<file path="config.mk">
export PLATFORM = sky130hd
export DESIGN_NAME = mem_port_arbiter
export DESIGN_NICKNAME = d
export VERILOG_FILES = /design/src/rtl/mem_port_arbiter.sv
export SDC_FILE = /design/constraint.sdc
export NUM_CORES = 1
export LEC_CHECK = 0
export ABC_CLOCK_PERIOD_IN_PS = 2000
export CORE_AREA = 4 4 410 412
export DETAILED_ROUTE_END_ITERATION = 16
export DIE_AREA = 0 0 414 416
export PLACE_DENSITY = 0.3
export SLEW_MARGIN = 20
export SYNTH_ARGS = -nofsm -noshare
export SYNTH_HDL_FRONTEND = slang
export SYNTH_SLANG_ARGS = --single-unit
</file>
<file path="constraint.sdc">
create_clock -name clk -period 2 [get_ports clk]
set_input_delay 0.2 -clock clk [delete_from_list [all_inputs] [get_ports clk]]
set_output_delay 0.2 -clock clk [all_outputs]
set_load 0.01 [all_outputs]
</file>
<file path="src/rtl/mem_port_arbiter.sv">
// mem_port_arbiter
//   Two-requester arbiter/sequencer in front of an N-bank coefficient memory.
//   Requester 0 = NTT compute engine, requester 1 = host load/unload port.
//   The winning beat is registered onto the per-bank memory ports. Read beats
//   carry a one-hot tag down a pipeline so returning data is marked for the
//   requester that issued it.
//
//   Configuration macro: ARB_RR_EN
//     defined   -> round-robin on contention (pointer advances on accept)
//     undefined -> fixed priority, requester 0 wins contention
//
// Ports
//   clk, rst                 clock, synchronous active-high reset
//   req_valid/ready [2]      per-requester handshake (ready is combinational)
//   req_lock [2]             hold the grant after this beat
//   req_re [2]               beat contains a read
//   req_we [2*N]             per-requester per-bank write enables
//   req_addr_write/read      per-requester per-bank addresses [2*N*AW]
//   req_din [2*N*DW]         per-requester per-bank write data
//   rsp_valid [2]            one-hot owner of rsp_rdata
//   rsp_rdata [N*DW]         pass-through of mem_dout
//   mem_we/addr_*/din        registered beat to the memory
//   mem_dout [N*DW]          read data from the memory
module mem_port_arbiter #(
    parameter int unsigned N      = 5,
    parameter int unsigned AW     = 8,
    parameter int unsigned DW     = 32,
    parameter int unsigned RD_LAT = 1
) (
    input  logic              clk,
    input  logic              rst,
    input  logic [1:0]        req_valid,
    output logic [1:0]        req_ready,
    input  logic [1:0]        req_lock,
    input  logic [1:0]        req_re,
    input  logic [2*N-1:0]    req_we,
    input  logic [2*N*AW-1:0] req_addr_write,
    input  logic [2*N*AW-1:0] req_addr_read,
    input  logic [2*N*DW-1:0] req_din,
    output logic [1:0]        rsp_valid,
    output logic [N*DW-1:0]   rsp_rdata,
    output logic [N-1:0]      mem_we,
    output logic [N*AW-1:0]   mem_addr_write,
    output logic [N*AW-1:0]   mem_addr_read,
    output logic [N*DW-1:0]   mem_din,
    input  logic [N*DW-1:0]   mem_dout
);

    typedef enum logic [1:0] {
        ST_OPEN,
        ST_LOCK0,
        ST_LOCK1
    } lock_state_t;

    lock_state_t state_q, state_d;
    logic [1:0]  grant;
    logic        accept;
    logic        sel;

`ifdef ARB_RR_EN
    logic        ptr_q, ptr_d;   // requester favoured on the next contention
`endif

    logic [N-1:0]    beat_we;
    logic [N*AW-1:0] beat_aw, beat_ar;
    logic [N*DW-1:0] beat_din;

    // Tag stage 0 lines up with mem_addr_read; RD_LAT further stages line
    // up with mem_dout.
    logic [1:0] tag_q [RD_LAT+1];

    always_comb begin
        grant   = '0;
        state_d = state_q;
`ifdef ARB_RR_EN
        ptr_d   = ptr_q;
`endif
        // A lock owner with valid high takes the cycle outright; an idle
        // owner falls through to normal arbitration in the same cycle.
        unique case (state_q)
            ST_LOCK0: if (req_valid[0]) grant = 2'b01;
            ST_LOCK1: if (req_valid[1]) grant = 2'b10;
            default:  ;
        endcase
        if (grant == '0) begin
            if (req_valid == 2'b11) begin
`ifdef ARB_RR_EN
                grant = ptr_q ? 2'b10 : 2'b01;
`else
                grant = 2'b01;
`endif
            end else begin
                grant = req_valid;
            end
        end

        accept = |grant;
        sel    = grant[1];

        if (accept) begin
            if (req_lock[sel]) state_d = sel ? ST_LOCK1 : ST_LOCK0;
            else               state_d = ST_OPEN;
`ifdef ARB_RR_EN
            ptr_d = ~sel;
`endif
        end else begin
            // No accept while locked means the owner dropped valid.
            state_d = ST_OPEN;
        end

        beat_we  = sel ? req_we[2*N-1:N]            : req_we[N-1:0];
        beat_aw  = sel ? req_addr_write[2*N*AW-1:N*AW] : req_addr_write[N*AW-1:0];
        beat_ar  = sel ? req_addr_read[2*N*AW-1:N*AW]  : req_addr_read[N*AW-1:0];
        beat_din = sel ? req_din[2*N*DW-1:N*DW]     : req_din[N*DW-1:0];
    end

    assign req_ready = grant;
    assign rsp_valid = tag_q[RD_LAT];
    assign rsp_rdata = mem_dout;

    always_ff @(posedge clk) begin
        if (rst) begin
            state_q        <= ST_OPEN;
`ifdef ARB_RR_EN
            ptr_q          <= 1'b0;
`endif
            mem_we         <= '0;
            mem_addr_write <= '0;
            mem_addr_read  <= '0;
            mem_din        <= '0;
            for (int unsigned s = 0; s <= RD_LAT; s++) tag_q[s] <= '0;
        end else begin
            state_q <= state_d;
`ifdef ARB_RR_EN
            ptr_q   <= ptr_d;
`endif
            if (accept) begin
                mem_we         <= beat_we;
                mem_addr_write <= beat_aw;
                mem_addr_read  <= beat_ar;
                mem_din        <= beat_din;
            end else begin
                mem_we         <= '0;
                mem_addr_write <= '0;
                mem_addr_read  <= '0;
                mem_din        <= '0;
            end
            // grant is one-hot or zero, so masking with req_re tags only
            // the accepted requester's read.
            tag_q[0] <= grant & req_re;
            for (int unsigned s = 1; s <= RD_LAT; s++) tag_q[s] <= tag_q[s-1];
        end
    end

endmodule

</file>
======== Word level (Yosys, flattened, before mapping) ========
Memories as Yosys holds them, arrays and structs flattened.
Cells that the tools add are included.
cells by class
  reductions and logical operators ........ 4
  magnitude comparators ................... 1
  equality and inequality tests ........... 3
  bitwise gates (word level) .............. 5
  multiplexer cells ....................... 17
operators by type and width
  kind                                                                   count
  160-bit 2-to-1 mux                                                     1
  40-bit 2-to-1 mux                                                      2
  2-bit 2-to-1 mux                                                       6
  1-bit 2-to-1 mux                                                       6
  5-bit 2-to-1 mux                                                       1
  2-bit equality test, second input constant                             2
  2-bit one-hot mux with 2 select lines                                  1
  2-bit OR reduction                                                     2
  3-bit OR reduction                                                     1
  2-bit AND                                                              1
  2-bit by 1-bit equality test with 1-bit output, second input constant  1
  2-bit logical NOT                                                      1
  1-bit by 2-bit < comparator with 1-bit output, second input constant   1
  1-bit inverter                                                         2
  1-bit OR                                                               2
word-level totals
  output and inout port bits .............. 409
  register bits ........................... 247
  memories ................................ 1
  RAM bits ................................ 4
memories
  name   depth  width  rd ports  clocked after memory_dff  wr ports  line  RTL
  tag_q  2      2      2         0                         2         70    logic [1:0] tag_q [RD_LAT+1];

======== Longest topological paths before layout ========
Gate-level depths: netlist (run 1).
  depth after elaboration ................. 8
  gate-level depth with buffers ........... 7
  depth with buffers taken out ............ 5

======== Worst setup path before layout (run 1) ========
Ideal clock, no wire load.
  kind .................................... flip-flop to output port
  from .................................... register state_q[0]
  to ...................................... output port req_ready[1]
  arrival ................................. 1263 ps
  path slack .............................. 537 ps
  required time ........................... 1800 ps
  buffers on the path ..................... 1
  cell stages (with the launch flop) ...... 7
  path through ............................ dfxtp_1 > inv_1 > ha_1 > and2b_1 > buf_2 > o21ai_1 > inv_1
on the way
  longest elaborated chain between the ends .. 4
RTL lines
  what                                                                                   line  RTL
  start, declared                                                                        55    lock_state_t state_q, state_d;
  start signal, assigned                                                                 133   state_q <= state_d;
  2-bit equality test or 2-bit by 1-bit equality test with 1-bit output (tied branches)  80    unique case (state_q)
  2-bit one-hot mux with 2 select lines *                                                80
  2-bit logical NOT                                                                      85    if (grant == '0) begin
  2-bit 2-to-1 mux *                                                                     85
  end, declared                                                                          33    output logic [1:0] req_ready,
Mark *: on every way between the ends. The rest lies on a longest branch, timed or not.

======== Worst setup path in the final report (run 1) ========
  from .................................... register state_q[0]
  to ...................................... register mem_din[76]
on the way
  longest elaborated chain between the ends .. 7
RTL lines
  what                                                                                   line  RTL
  2-bit equality test or 2-bit by 1-bit equality test with 1-bit output (tied branches)  80
  2-bit one-hot mux with 2 select lines *                                                80
  2-bit logical NOT                                                                      85
  2-bit 2-to-1 mux *                                                                     85
  2-bit OR reduction                                                                     97    accept = |grant;
  1-bit inverter (no line)                                                               --
  2-bit OR reduction (no line)                                                           --
  end signal, assigned                                                                   141   mem_din <= beat_din;
  end, declared                                                                          45    output logic [N*DW-1:0] mem_din,
Marks and branches as above.
A chain may end at the register's enable or synchronous reset.

==> flow_summary.ini, run 1 <==
[finish]
multi_input_area_mm2 = 0.004429
finalNetCount = 2550
n_fill_cell = 18848
final_cells = 4112
final_cell_mix = clkdlybuf4s50_1 (732), dfxtp_1 (248), o211ai_1 (245)
seq_area_mm2 = 0.005029
final_common_cell = clkdlybuf4s50_1
area_delta_synth_final_pct = 93.07
post-route-util_pct = 13.61
layout-drive-gt1-share_pct = 9.583

[sta]
fmax_mhz = 492.7
period_minus_slack_ns = 2.030
setup_viol = 2
fin_ws_ns = -0.02952
clock_skew_ns = 0.02636
rsz0062_at_grt = true
fin_crit_sh_pct = 101.5
hold_violations = 0
maxSlewViolCount = 0
fin_hold_ws_ns = 0.09741
relSlewSlack_pct = 60.14
tightest_slew_ns = 0.5978

[synth]
syn-cell-area_mm2 = 0.01159
syn_nets = 1988
netlist_instances = 1328
synth_area_per_cell_um2 = 8.725
synth_xor_area_share_pct = 0
synth-adder-area-share_pct = 0.2160
synth_top_area_share_pct = 43.36
yosys.area_share.simple_pct = 11.11
yosysWarnings = 0
yosys-top-cells-area = dfxtp_1 (43%), o211ai_1 (16%), buf_4 (11%)
ys_seq_elements = 251
synth_compound_area_share_pct = 26.56
ys_seq_area_share_pct = 43.36
synth_mux_area_share_pct = 0
yosysUniqueCellTypes = 18
synth_area_leader_cell = dfxtp_1
synth_top_family_by_area = compound AO/OA/AOI/OAI gates

[setup_path]
crit_type = flip-flop to flip-flop
timing.rr.end = mem_din[76]
r2r-start = state_q[0]
worstSetupEndpointType = flip-flop
startpoint = state_q[0]
path_max_fanout = 5
cp_data_arrival_time_ns = 2.47
r2r_cells = 8
cp.required_ns = 2.45
crit_end = mem_din[76]
ff2ff_setup_slack_ns = -0.03
start_kind = flip-flop

[pwr]
leakage_nw = 7.391
power_mw = 15.59
p_per_area_mw_per_mm2 = 697.0
vdd_drop_max_v = 0.0004801

[placed_design]
portBuffers = 746
dp.cells = 4008
place.gp.congestion = 0.8185
dp_hpwl_mm = 76.03

[floorplanning]
dieArea_mm2 = 0.1722
ios = 1067
rows = 149
die_x_um = 414
die_h_um = 416
initial_utilization_pct = 7.047
core_area_mm2 = 0.1644

[grt]
gr-usage-all-layers_pct = 10.73
antenna_found_initial = 10
grt_max_degree = 85
grt_pass1_wl_mm = 128.9
grt_pass1_vias = 13373
overflow = 0

[run_status]
violations = setup timing
status = finished with violations

[route]
avgViaCountPerCell = 3.099
first_pass_iters = 5
routed_wl_mm = 100.8
wl_per_cell_um = 24.51
drt_iter0_markers = 622
vias = 12742
ant_nets = 0
post-route-drc-count = 0

[cts]
cts_sinks = 251
clk_pin_slew_ns = 0.05
insertion_delay_ns = 0.60
clockRootBuffer = clkbuf_16
cts_tree = yes
cts_buffer_depth = 3
h-tree-depth = 2
numCtsBuffers = 41

[worst_hold_path]
hold_class = input port to flip-flop

[run]
maxCapViolations = 0
-- critical path: stages, from the launching register on --
cell,delay [ns]
dfxtp_2,0.33
inv_2,0.04
ha_4,0.25
and2b_4,0.19
buf_4,0.15
buf_12,0.14
buf_16,0.14
o211ai_1,0.46
a21oi_1,0.13
-- stage by stage --
step | setup TNS (ns) | cell area (um2) | setup WS [ns]
floorplan | 0 | 11590 | 0.5370
global placement | -0.1120 | 20460 | -0.05765
detailed placement | -0.03265 | 20460 | -0.02073
CTS | -0.2105 | 21840 | -0.1096
global route | -0.7933 | 22370 | -0.1165
finish | -0.03926 | 22370 | -0.02952
-- where the power goes --
group          internal [mW]  leakage [nW]  switching (mW)  total [mW]
registers               5.29          2.08           0.121        5.41
clock network           4.17         0.657            3.13        7.30
logic                   1.67          4.66            1.21        2.88
-- how the worst min path moves through the flow --
stage / from / to / cells after the start
finish: req_valid[0] / tag_q[0][0] / 3
global placement: mem_dout[114] / rsp_rdata[114] / 0
global route: req_valid[0] / tag_q[0][0] / 3
floorplan: req_re[0] / tag_q[0][0] / 1
CTS: req_valid[0] / tag_q[0][0] / 3
detailed placement: mem_dout[114] / rsp_rdata[114] / 0
-- what timing repair did --
| item | CTS | global route |
|---|---|---|
| setup endpoints to repair | 11 | 28 |
| hold buffers | 2 | 0 |
| setup buffers | 3 | 13 |
| hold endpoints to repair | 17 | 0 |
| cloned | 0 | 11 |
| pin swaps | 2 | 8 |
| gates resized for setup | 24 | 24 |
-- cell type report --
type	instances	share of cell area, %
Multi-Input combinational cell	747	19.80
Clock buffer	58	5.319
Sequential cell	251	22.48
Inverter	4	0.1007
Antenna cell	3	0.03356
Timing Repair Buffer	845	39.45
Tap cell	2189	12.24
Clock inverter	15	0.5761
-- cells in the mapped netlist --
library cell / count
clkbuf_1: 34
buf_4: 177
ha_1: 2
a21oi_1: 245
dfxtp_1: 251
and3b_1: 1
and2b_1: 1
buf_2: 95
o21a_1: 1
and4b_1: 1
inv_1: 4
nand3b_1: 1
nor3b_1: 2
nor2b_1: 2
o21ai_1: 1
o211ai_1: 245
buf_6: 20
nand3_1: 245
-- registers in the layout (all words and copies together), names as in the netlist --
name	count
tag_q	4
mem_din	160
mem_we	5
mem_addr_write	40
state_q	2
mem_addr_read	40
-- logic make-up (layout without fill, tap and decap cells) --
group / after synthesis / count (layout)
flops: 251 / 251
compound gates: 492 / 492
buf+inv: 330 / 922
simple gates: 253 / 253
other cells: 0 / 3
fa+ha+maj: 2 / 2
-- metal layers --
metal / share of wire (%) / global-route usage, %
met1: 35 / 10.65
met2: 52 / 19.68
met3: 9.4 / 4.783
met4: 4.1 / 3.876
met5: 0 / 0.1111
Power figures use the tool's default switching activity.
==> inputs of run 2 (changes only) <==
- ABC_CLOCK_PERIOD_IN_PS: 2000 -> 2500
- CORE_AREA: 4 4 410 412 -> 4 4 416 418
- DIE_AREA: 0 0 414 416 -> 0 0 420 422
- SLEW_MARGIN: 20 -> 25
- clock period: 2 -> 2.5 ns (I/O delays scaled with it)
==> flow_summary.ini, run 2 (same netlist as run 1, synthesis figures left out) <==
[run_status]
status = finished, final reports clean

[pwr]
p_per_area_mw_per_mm2 = 573.8
p_sw_mw = 3.392
leakage_nw = 6.948
p_int_mw = 8.981
seqPwrFrac_pct = 34.8
clock_power_share_pct = 46.7
comb_power_share_pct = 18.5
vdd_drop_max_v = 0.0003802
switching_share_pct = 27.41

[sta]
relSlewSlack_pct = 44.89
rsz0062_at_grt = false
fin_crit_sh_pct = 93.48
clock_skew_ns = 0.03431
setup_viol = 0
hold_violations = 0
maxSlewViolCount = 0
period_minus_slack_ns = 2.337
tns_ns = 0
fmax_mhz = 427.9
tightest_slew_ns = 0.8267

[finish]
final_common_cell = clkdlybuf4s50_1
n_fill_cell = 19335
final_cell_mix = clkdlybuf4s50_1 (741), dfxtp_1 (251), o211ai_1 (245), nand3_1 (245), a21oi_1 (245)
largestRegisters = mem_din (160), mem_addr_read (40), mem_addr_write (40)
largest_register_ffs = 160
final_cell_area_mm2 = 0.02156
finalNetCount = 2499
area_delta_synth_final_pct = 86.09
top_register = mem_din
layout-drive-gt1-share_pct = 6.153

[route]
avgViaCountPerCell = 3.090
drt_iter0_markers = 617
routed_wl_mm = 92.26
vias = 12635
ant_nets = 0
wl_per_cell_um = 22.56
post-route-drc-count = 0
first_pass_iters = 5

[run]
maxCapViolations = 0

[placed_design]
dp_hpwl_mm = 70.43
portBuffers = 746
place.gp.congestion = 0.7829
placed_area_mm2 = 0.02025

[floorplanning]
dieArea_mm2 = 0.1772
die_h_um = 422
initial_utilization_pct = 6.853
core_area_mm2 = 0.1691
die_x_um = 420
rows = 151
ios = 1067

[grt]
grt_pass1_wl_mm = 121.4
grt_max_degree = 93
overflow = 0
grt_pass1_vias = 13254
gr-usage-all-layers_pct = 9.813
antenna_found_initial = 6

[setup_path]
cpPeakStageDelay_ns = 0.33
r2r_cells = 7
path_max_fanout = 5
worstSetupEndpointType = output pin
cp.required_ns = 2.25
cp_data_arrival_time_ns = 2.09
crit_type = flip-flop to output pin
crit_chain = inv_1 -> ha_1 -> and2b_4 -> o21ai_2 -> inv_2 -> dlygate4sd2_1
start_kind = flip-flop
cp_slowest_cell = dfxtp_1

[cts]
clockRootBuffer = clkbuf_16
cts_sinks = 251
insertion_delay_ns = 0.60
numCtsBuffers = 39
clk_pin_slew_ns = 0.05
cts_buffer_depth = 3
h-tree-depth = 2
cts_tree = yes

[worst_hold_path]
hold_depth = 3
hold_class = input port to flip-flop
run 2: cell types whose count changed in the layout (fill, tap and decap cells not counted), sizes merged, moves of 2 or more:
cell | before | now
clkdlybuf4s50 | 732 | 741
clkinv | 13 | 6
clkbuf | 69 | 62
dlygate4sd2 | 6 | 2
bufinv | 0 | 2
buf | 93 | 52
run 2: final timing paths:
check | slack [ns] | end | from
max | 0.16 | req_ready[1] | state_q[0]
min | 0.10 | mem_din[125] | req_valid[1]
max reg2reg | 0.33 | mem_din[79] | state_q[0]
min reg2reg | 0.44 | tag_q[0][3] | tag_q[0][1]
run 2: power groups by stage:
stage | Combinational, mW | Clock (mW) | Sequential (mW)
after global placement | 2.34 | 0 | 4.40
after detailed placement | 2.32 | 0 | 4.40
after CTS | 2.33 | 6.10 | 4.32
after floorplan | 0.831 | 0 | 4.50
final | 2.29 | 5.77 | 4.31
after global routing | 2.43 | 6.20 | 4.33
run 2: per-layer routing:
layer | vias up | share of wire [%] | track usage (%)
met1 | 6190 | 37 | 10.53
met5 | - | 0.0098 | 0
met2 | 525 | 52 | 18.04
li1 | 5734 | - | -
met4 | 2 | 3.4 | 3.428
met3 | 184 | 7.1 | 2.975
run 2: final cells by class:
type	instances	area, um2	share of cell area (%)
Sequential cell	251	5025	23.30
Tap cell	2218	2775	12.87
Timing Repair Buffer	796	8045	37.31
Inverter	4	22.52	0.1044
Antenna cell	2	5.005	0.02321
Clock inverter	9	110.1	0.5106
Multi-Input combinational cell	747	4397	20.39
Clock buffer	62	1184	5.489
run 2: repair_timing:
item / 4_1_cts / 5_1_grt
setup endpoints to repair: 2 / 1
endpoints found under the hold margin: 17 / 0
hold buffers: 1 / 0
buffers inserted: 0 / 0
gates resized for setup: 3 / 1
run 2: worst max-delay path: cells and delay by family (launching register included):
kind	cells	cell delay, ns
buffers and inverters	3	0.47
flip-flops	1	0.33
AND/OR/NAND/NOR	1	0.33
adder cells (fa/ha/maj)	1	0.29
AO/OA/AOI/OAI	1	0.09
run 2: stage by stage:
step                      setup slack [ns]  hold slack, ns  power (mW)  utilization [%]  instances
after floorplan                     0.9870          0.4138       5.328                -       1328
after global placement              0.3224          0.4189       6.739            11.98       4015
after detailed placement            0.3537          0.4370       6.723            11.98       4015
after CTS                          0.01325         0.02945       12.75            12.75       4087
after global routing               0.04794         0.05586       12.97            12.75       4088
final                               0.1629          0.1026       12.37            12.75       4089
==> inputs of run 3 (changes only) <==
- CORE_AREA: 4 4 416 418 -> 2 2 414 416
- DIE_AREA: 0 0 420 422 -> 0 0 416 418
==> flow_summary.ini, run 3 (same netlist as run 1, synthesis figures left out) <==
[grt]
grt_pass1_wl_mm = 122.6
overflow = 0
grt_pass1_vias = 12931
gr-usage-all-layers_pct = 10.18
antenna_found_initial = 7
grt_max_degree = 118

[floorplanning]
core_area_mm2 = 0.1691
ios = 1067
die_x_um = 416
rows = 151
initial_utilization_pct = 6.853
dieArea_mm2 = 0.1739
die_h_um = 418

[setup_path]
startpoint = state_q[0]
crit_type = flip-flop to output pin
worstSetupEndpointType = output pin
start_kind = flip-flop
path_max_fanout = 3
r2r-start = state_q[0]
cp_data_arrival_time_ns = 2.04
cp.required_ns = 2.25

[finish]
final_cell_mix = clkdlybuf4s50_1 (741), dfxtp_1 (251), o211ai_1 (245), nand3_1 (245), a21oi_1 (245)
final_common_cell = clkdlybuf4s50_1
seq_area_mm2 = 0.005025
layout-drive-gt1-share_pct = 5.996
finalNetCount = 2501
largestRegisters = mem_din (160), mem_addr_read (40), mem_addr_write (40)
largest_register_ffs = 160
area_delta_synth_final_pct = 86.81
top_register = mem_din
multi_input_area_mm2 = 0.004393
n_fill_cell = 19348
final_cells = 4087

[route]
drt_iter0_markers = 615
avgViaCountPerCell = 3.045
wl_per_cell_um = 22.80
routed_wl_mm = 93.17
first_pass_iters = 5
ant_nets = 0
vias = 12443
post-route-drc-count = 0

[cts]
cts_tree = yes
cts_sinks = 251
numCtsBuffers = 40
clockRootBuffer = clkbuf_16
cts_buffer_depth = 3
insertion_delay_ns = 0.62
h-tree-depth = 2
clk_pin_slew_ns = 0.06

[sta]
tightest_slew_ns = 1.004
clock_skew_ns = 0.03845
rsz0062_at_grt = false
fmax_mhz = 436.3
setup_viol = 0
maxSlewViolCount = 0
relSlewSlack_pct = 33.04
period_minus_slack_ns = 2.292
hold_violations = 0
fin_crit_sh_pct = 91.68
tns_ns = 0

[pwr]
vdd_drop_max_v = 0.0004461
leakage_nw = 6.977
p_per_area_mw_per_mm2 = 580.2

[placed_design]
place.gp.congestion = 0.7824
portBuffers = 746
dp.cells = 4013
dp_hpwl_mm = 70.87

[run]
maxCapViolations = 0

[worst_hold_path]
hp-start = rst
hold_class = input port to flip-flop

[run_status]
status = finished, final reports clean
[run 3: cell types whose count changed in the layout (fill, tap and decap cells not counted), sizes merged]
cell,delta
clkinv,+1
clkbuf,-2
buf,-1
dlygate4sd3,+2
diode,-1
inv,-1
[run 3: path summary, 6_finish.rpt]
check | end | slack (ns) | depth (start not counted)
setup / recovery | req_ready[1] | 0.21 | 6
hold / removal | mem_addr_write[26] | 0.07 | 2
setup reg to reg | mem_addr_write[10] | 0.38 | 8
hold reg to reg | tag_q[0][3] | 0.44 | 1
[run 3: what timing repair did]
action	CTS	global route
endpoints found under the setup margin	2	0
endpoints found under the hold margin	14	0
resized for setup	2	0
setup buffers	1	0
hold buffers	3	0
[run 3: through the flow]
stage / utilization [%] / hold WS, ns / setup WS [ns] / total power [mW] / area [um2]
floorplan: - / 0.4138 / 0.9870 / 5.328 / 11590
global placement: 11.99 / 0.4198 / 0.4302 / 6.733 / 20280
detailed placement: 11.99 / 0.4284 / 0.4302 / 6.723 / 20280
CTS: 12.80 / 0.03627 / 0.09361 / 13.00 / 21640
global route: 12.80 / 0.07116 / 0.02046 / 13.23 / 21650
finish: 12.80 / 0.07356 / 0.2079 / 12.56 / 21650
[run 3: metal layers]
layer | global-route usage, % | vias up | share of wire [%]
met4 | 3.729 | 2 | 3.7
met3 | 3.390 | 171 | 7.6
li1 | - | 5725 | -
met1 | 10.76 | 6012 | 36
met5 | 0 | - | 0.014
met2 | 18.65 | 533 | 53
[run 3: area by class of cell]
| cell class | count | share of cell area (%) |
|---|---|---|
| antenna | 1 | 0.01156 |
| clock buffer | 60 | 5.434 |
| clock inverter | 9 | 0.7225 |
| inverter | 4 | 0.1040 |
| multi-input combinational | 747 | 20.29 |
| sequential | 251 | 23.21 |
| tap | 2218 | 12.82 |
| timing repair buffer | 797 | 37.40 |
[run 3: report_power, final]
group          leakage [nW]  total (mW)  internal (mW)  switching [mW]
combinational          4.25        2.27           1.30           0.976
sequential             2.07        4.32           4.23          0.0877
clock                 0.650        5.96           3.47            2.50
[run 3: worst max-delay path, cell delays in order, from the launching register on]
cell and delay [ns]:
dfxtp_1 0.33, inv_1 0.05, ha_1 0.27, and2b_4 0.19, o21ai_1 0.21, inv_1 0.06, dlygate4sd2_1 0.31
==> RTL edit (settings of run 2) <==
The option `ARB_RR_EN` is turned on by a define.
--- a/src/rtl/mem_port_arbiter.sv
+++ b/src/rtl/mem_port_arbiter.sv
@@ -23,2 +23,4 @@
 //   mem_dout [N*DW]          read data from the memory
+`define ARB_RR_EN
+
 module mem_port_arbiter #(
Check against the original RTL: not equivalent (a bounded check fails within 4 cycles, from zero or initial values and one cycle with rst high).
==> RTL edit against run 2 <==
Die area stayed put. Worst hold slack better by 120 ps. Cell area is 28% higher. Critical path type unchanged. Combinational power is 76% higher. Routed wire length is 37% higher. Power is 18% higher. Sequential cell count is 1 higher. Synthesized area is 50% higher. Setup slack better by 42 ps. Largest power group unchanged. Register-to-register slack worse by 70 ps.
==> RTL edit: results (changes against run 2) <==
stage;metric;value;unit;change
outcome;status;finished, final reports clean;;unchanged
cts;post-CTS setup buffers;1;;was 0
synth;Synth area leaders;dfxtp_1 (29%), a32oi_1 (12%), o311ai_1 (12%);;was dfxtp_1 (43%), o211ai_1 (16%), buf_4 (11%)
global_routing;first-pass GRT wire length;172000;µm;was 121000 µm
cts;TritonCTS Buffers;43;;was 39
pwr;leakage power;8.94;nW;was 6.95 nW
synth;sequential area share after synthesis;29.0;%;was 43.4%
pwr;P_int;9.92;mW;was 8.98 mW
synth;Net Count, Synth;2870;;was 1988
sta;clock skew;14.5;ps;was 34.3 ps
detailed_routing;vias per cell;4.10;;was 3.09
pwr;clock group share of total power;41.0;%;was 46.7%
detailed_routing;DRT iter0 DRCs;1452;;was 617
placed_design;# placed instances;4808;;was 4015
synth;Netlist cell types;27;;was 18
detailed_routing;via count of the routed design;20100;;was 12600
global_routing;vias in the first global route;20300;;was 13300
global_routing;initial antenna violation count;21;;was 6
placed_design;Placement Cell Area;26300;µm²;was 20300 µm²
sta;slack of the critical path;205;ps;was 163 ps
cts;CTS Hold Bufs;2;;was 1
sta;Slew headroom;36.3;%;was 44.9%
final_layout;Nets;3298;;was 2499
worst_setup_path;CP Data Arrival Time;2050;ps;was 2090 ps
synth;Synth Instances;2210;;was 1328
placed_design;placer congestion estimate;0.776;;was 0.783
pwr;worst vdd ir;0.406;mV;was 0.380 mV
global_routing;GRT Util Overall;13.5;%;was 9.81%
worst_setup_path;R2R Setup Slk;260;ps;was 330 ps
global_routing;largest net degree at the start of global routing;135;;was 93
pwr;power share of the combinational group;27.6;%;was 18.5%
synth;Commonest cells post-synth;nand2_1 (488), dfxtp_1 (252), nor2b_1 (252), a32oi_1 (245);;was dfxtp_1 (251), a21oi_1 (245), nand3_1 (245), o211ai_1 (245), buf_4 (177)
[RTL edit: final cells by class]
type | count | area [µm²]
clock buffers | 68 | 1290
well taps | 2218 | 2780
diodes | 18 | 45.0
inverters | 5 | 26.3
flip-flops and latches | 252 | 5040
multi-input cells | 1492 | 9700
fillers | 19000 | 141000
clock inverters | 6 | 52.6
repair buffers | 844 | 8750
[RTL edit: cell families (layout without fill, tap and decap cells)]
kind of cell	count (synthesis)	count (layout)	share of synthesized area, %
AND/OR/NAND/NOR	995	995	30.7
AO/OA/AOI/OAI	495	495	24.9
buffers and inverters	466	923	15.2
flip-flops	252	252	29.0
adder cells (fa/ha/maj)	2	2	0.144
other	0	18	0
[RTL edit: layer usage]
metal / track usage, % / vias to the layer above / part of all wire [%]
met1: 14.7 / 9946 / 37
met3: 2.45 / 258 / 5.2
met2: 25.2 / 750 / 53
met5: 0 / - / 0
li1: - / 9157 / -
met4: 5.89 / 0 / 4.5
[RTL edit: final timing paths]
| kind | start | end | depth (start not counted) |
|---|---|---|---|
| hold reg to reg | tag_q[0][1] | tag_q[0][3] | 1 |
| hold / removal | rst | mem_din[151] | 4 |
| setup reg to reg | state_q[0] | mem_din[102] | 9 |
| setup / recovery | state_q[0] | req_ready[1] | 6 |
[RTL edit: worst max-delay path: stages, from the launching register on]
cell and delay [ps]:
dfxtp_1 340, inv_1 50, ha_1 330, nand2b_4 170
a31o_2 270, inv_1 60, clkdlybuf4s15_1 230
[RTL edit: metrics by stage]
stage                     power [mW]  hold WS (ps)
after detailed placement        8.74           423
after CTS                       15.0           147
after global routing            15.3           224
after global placement          8.78           424
final                           14.6           222
after floorplan                 6.40           407
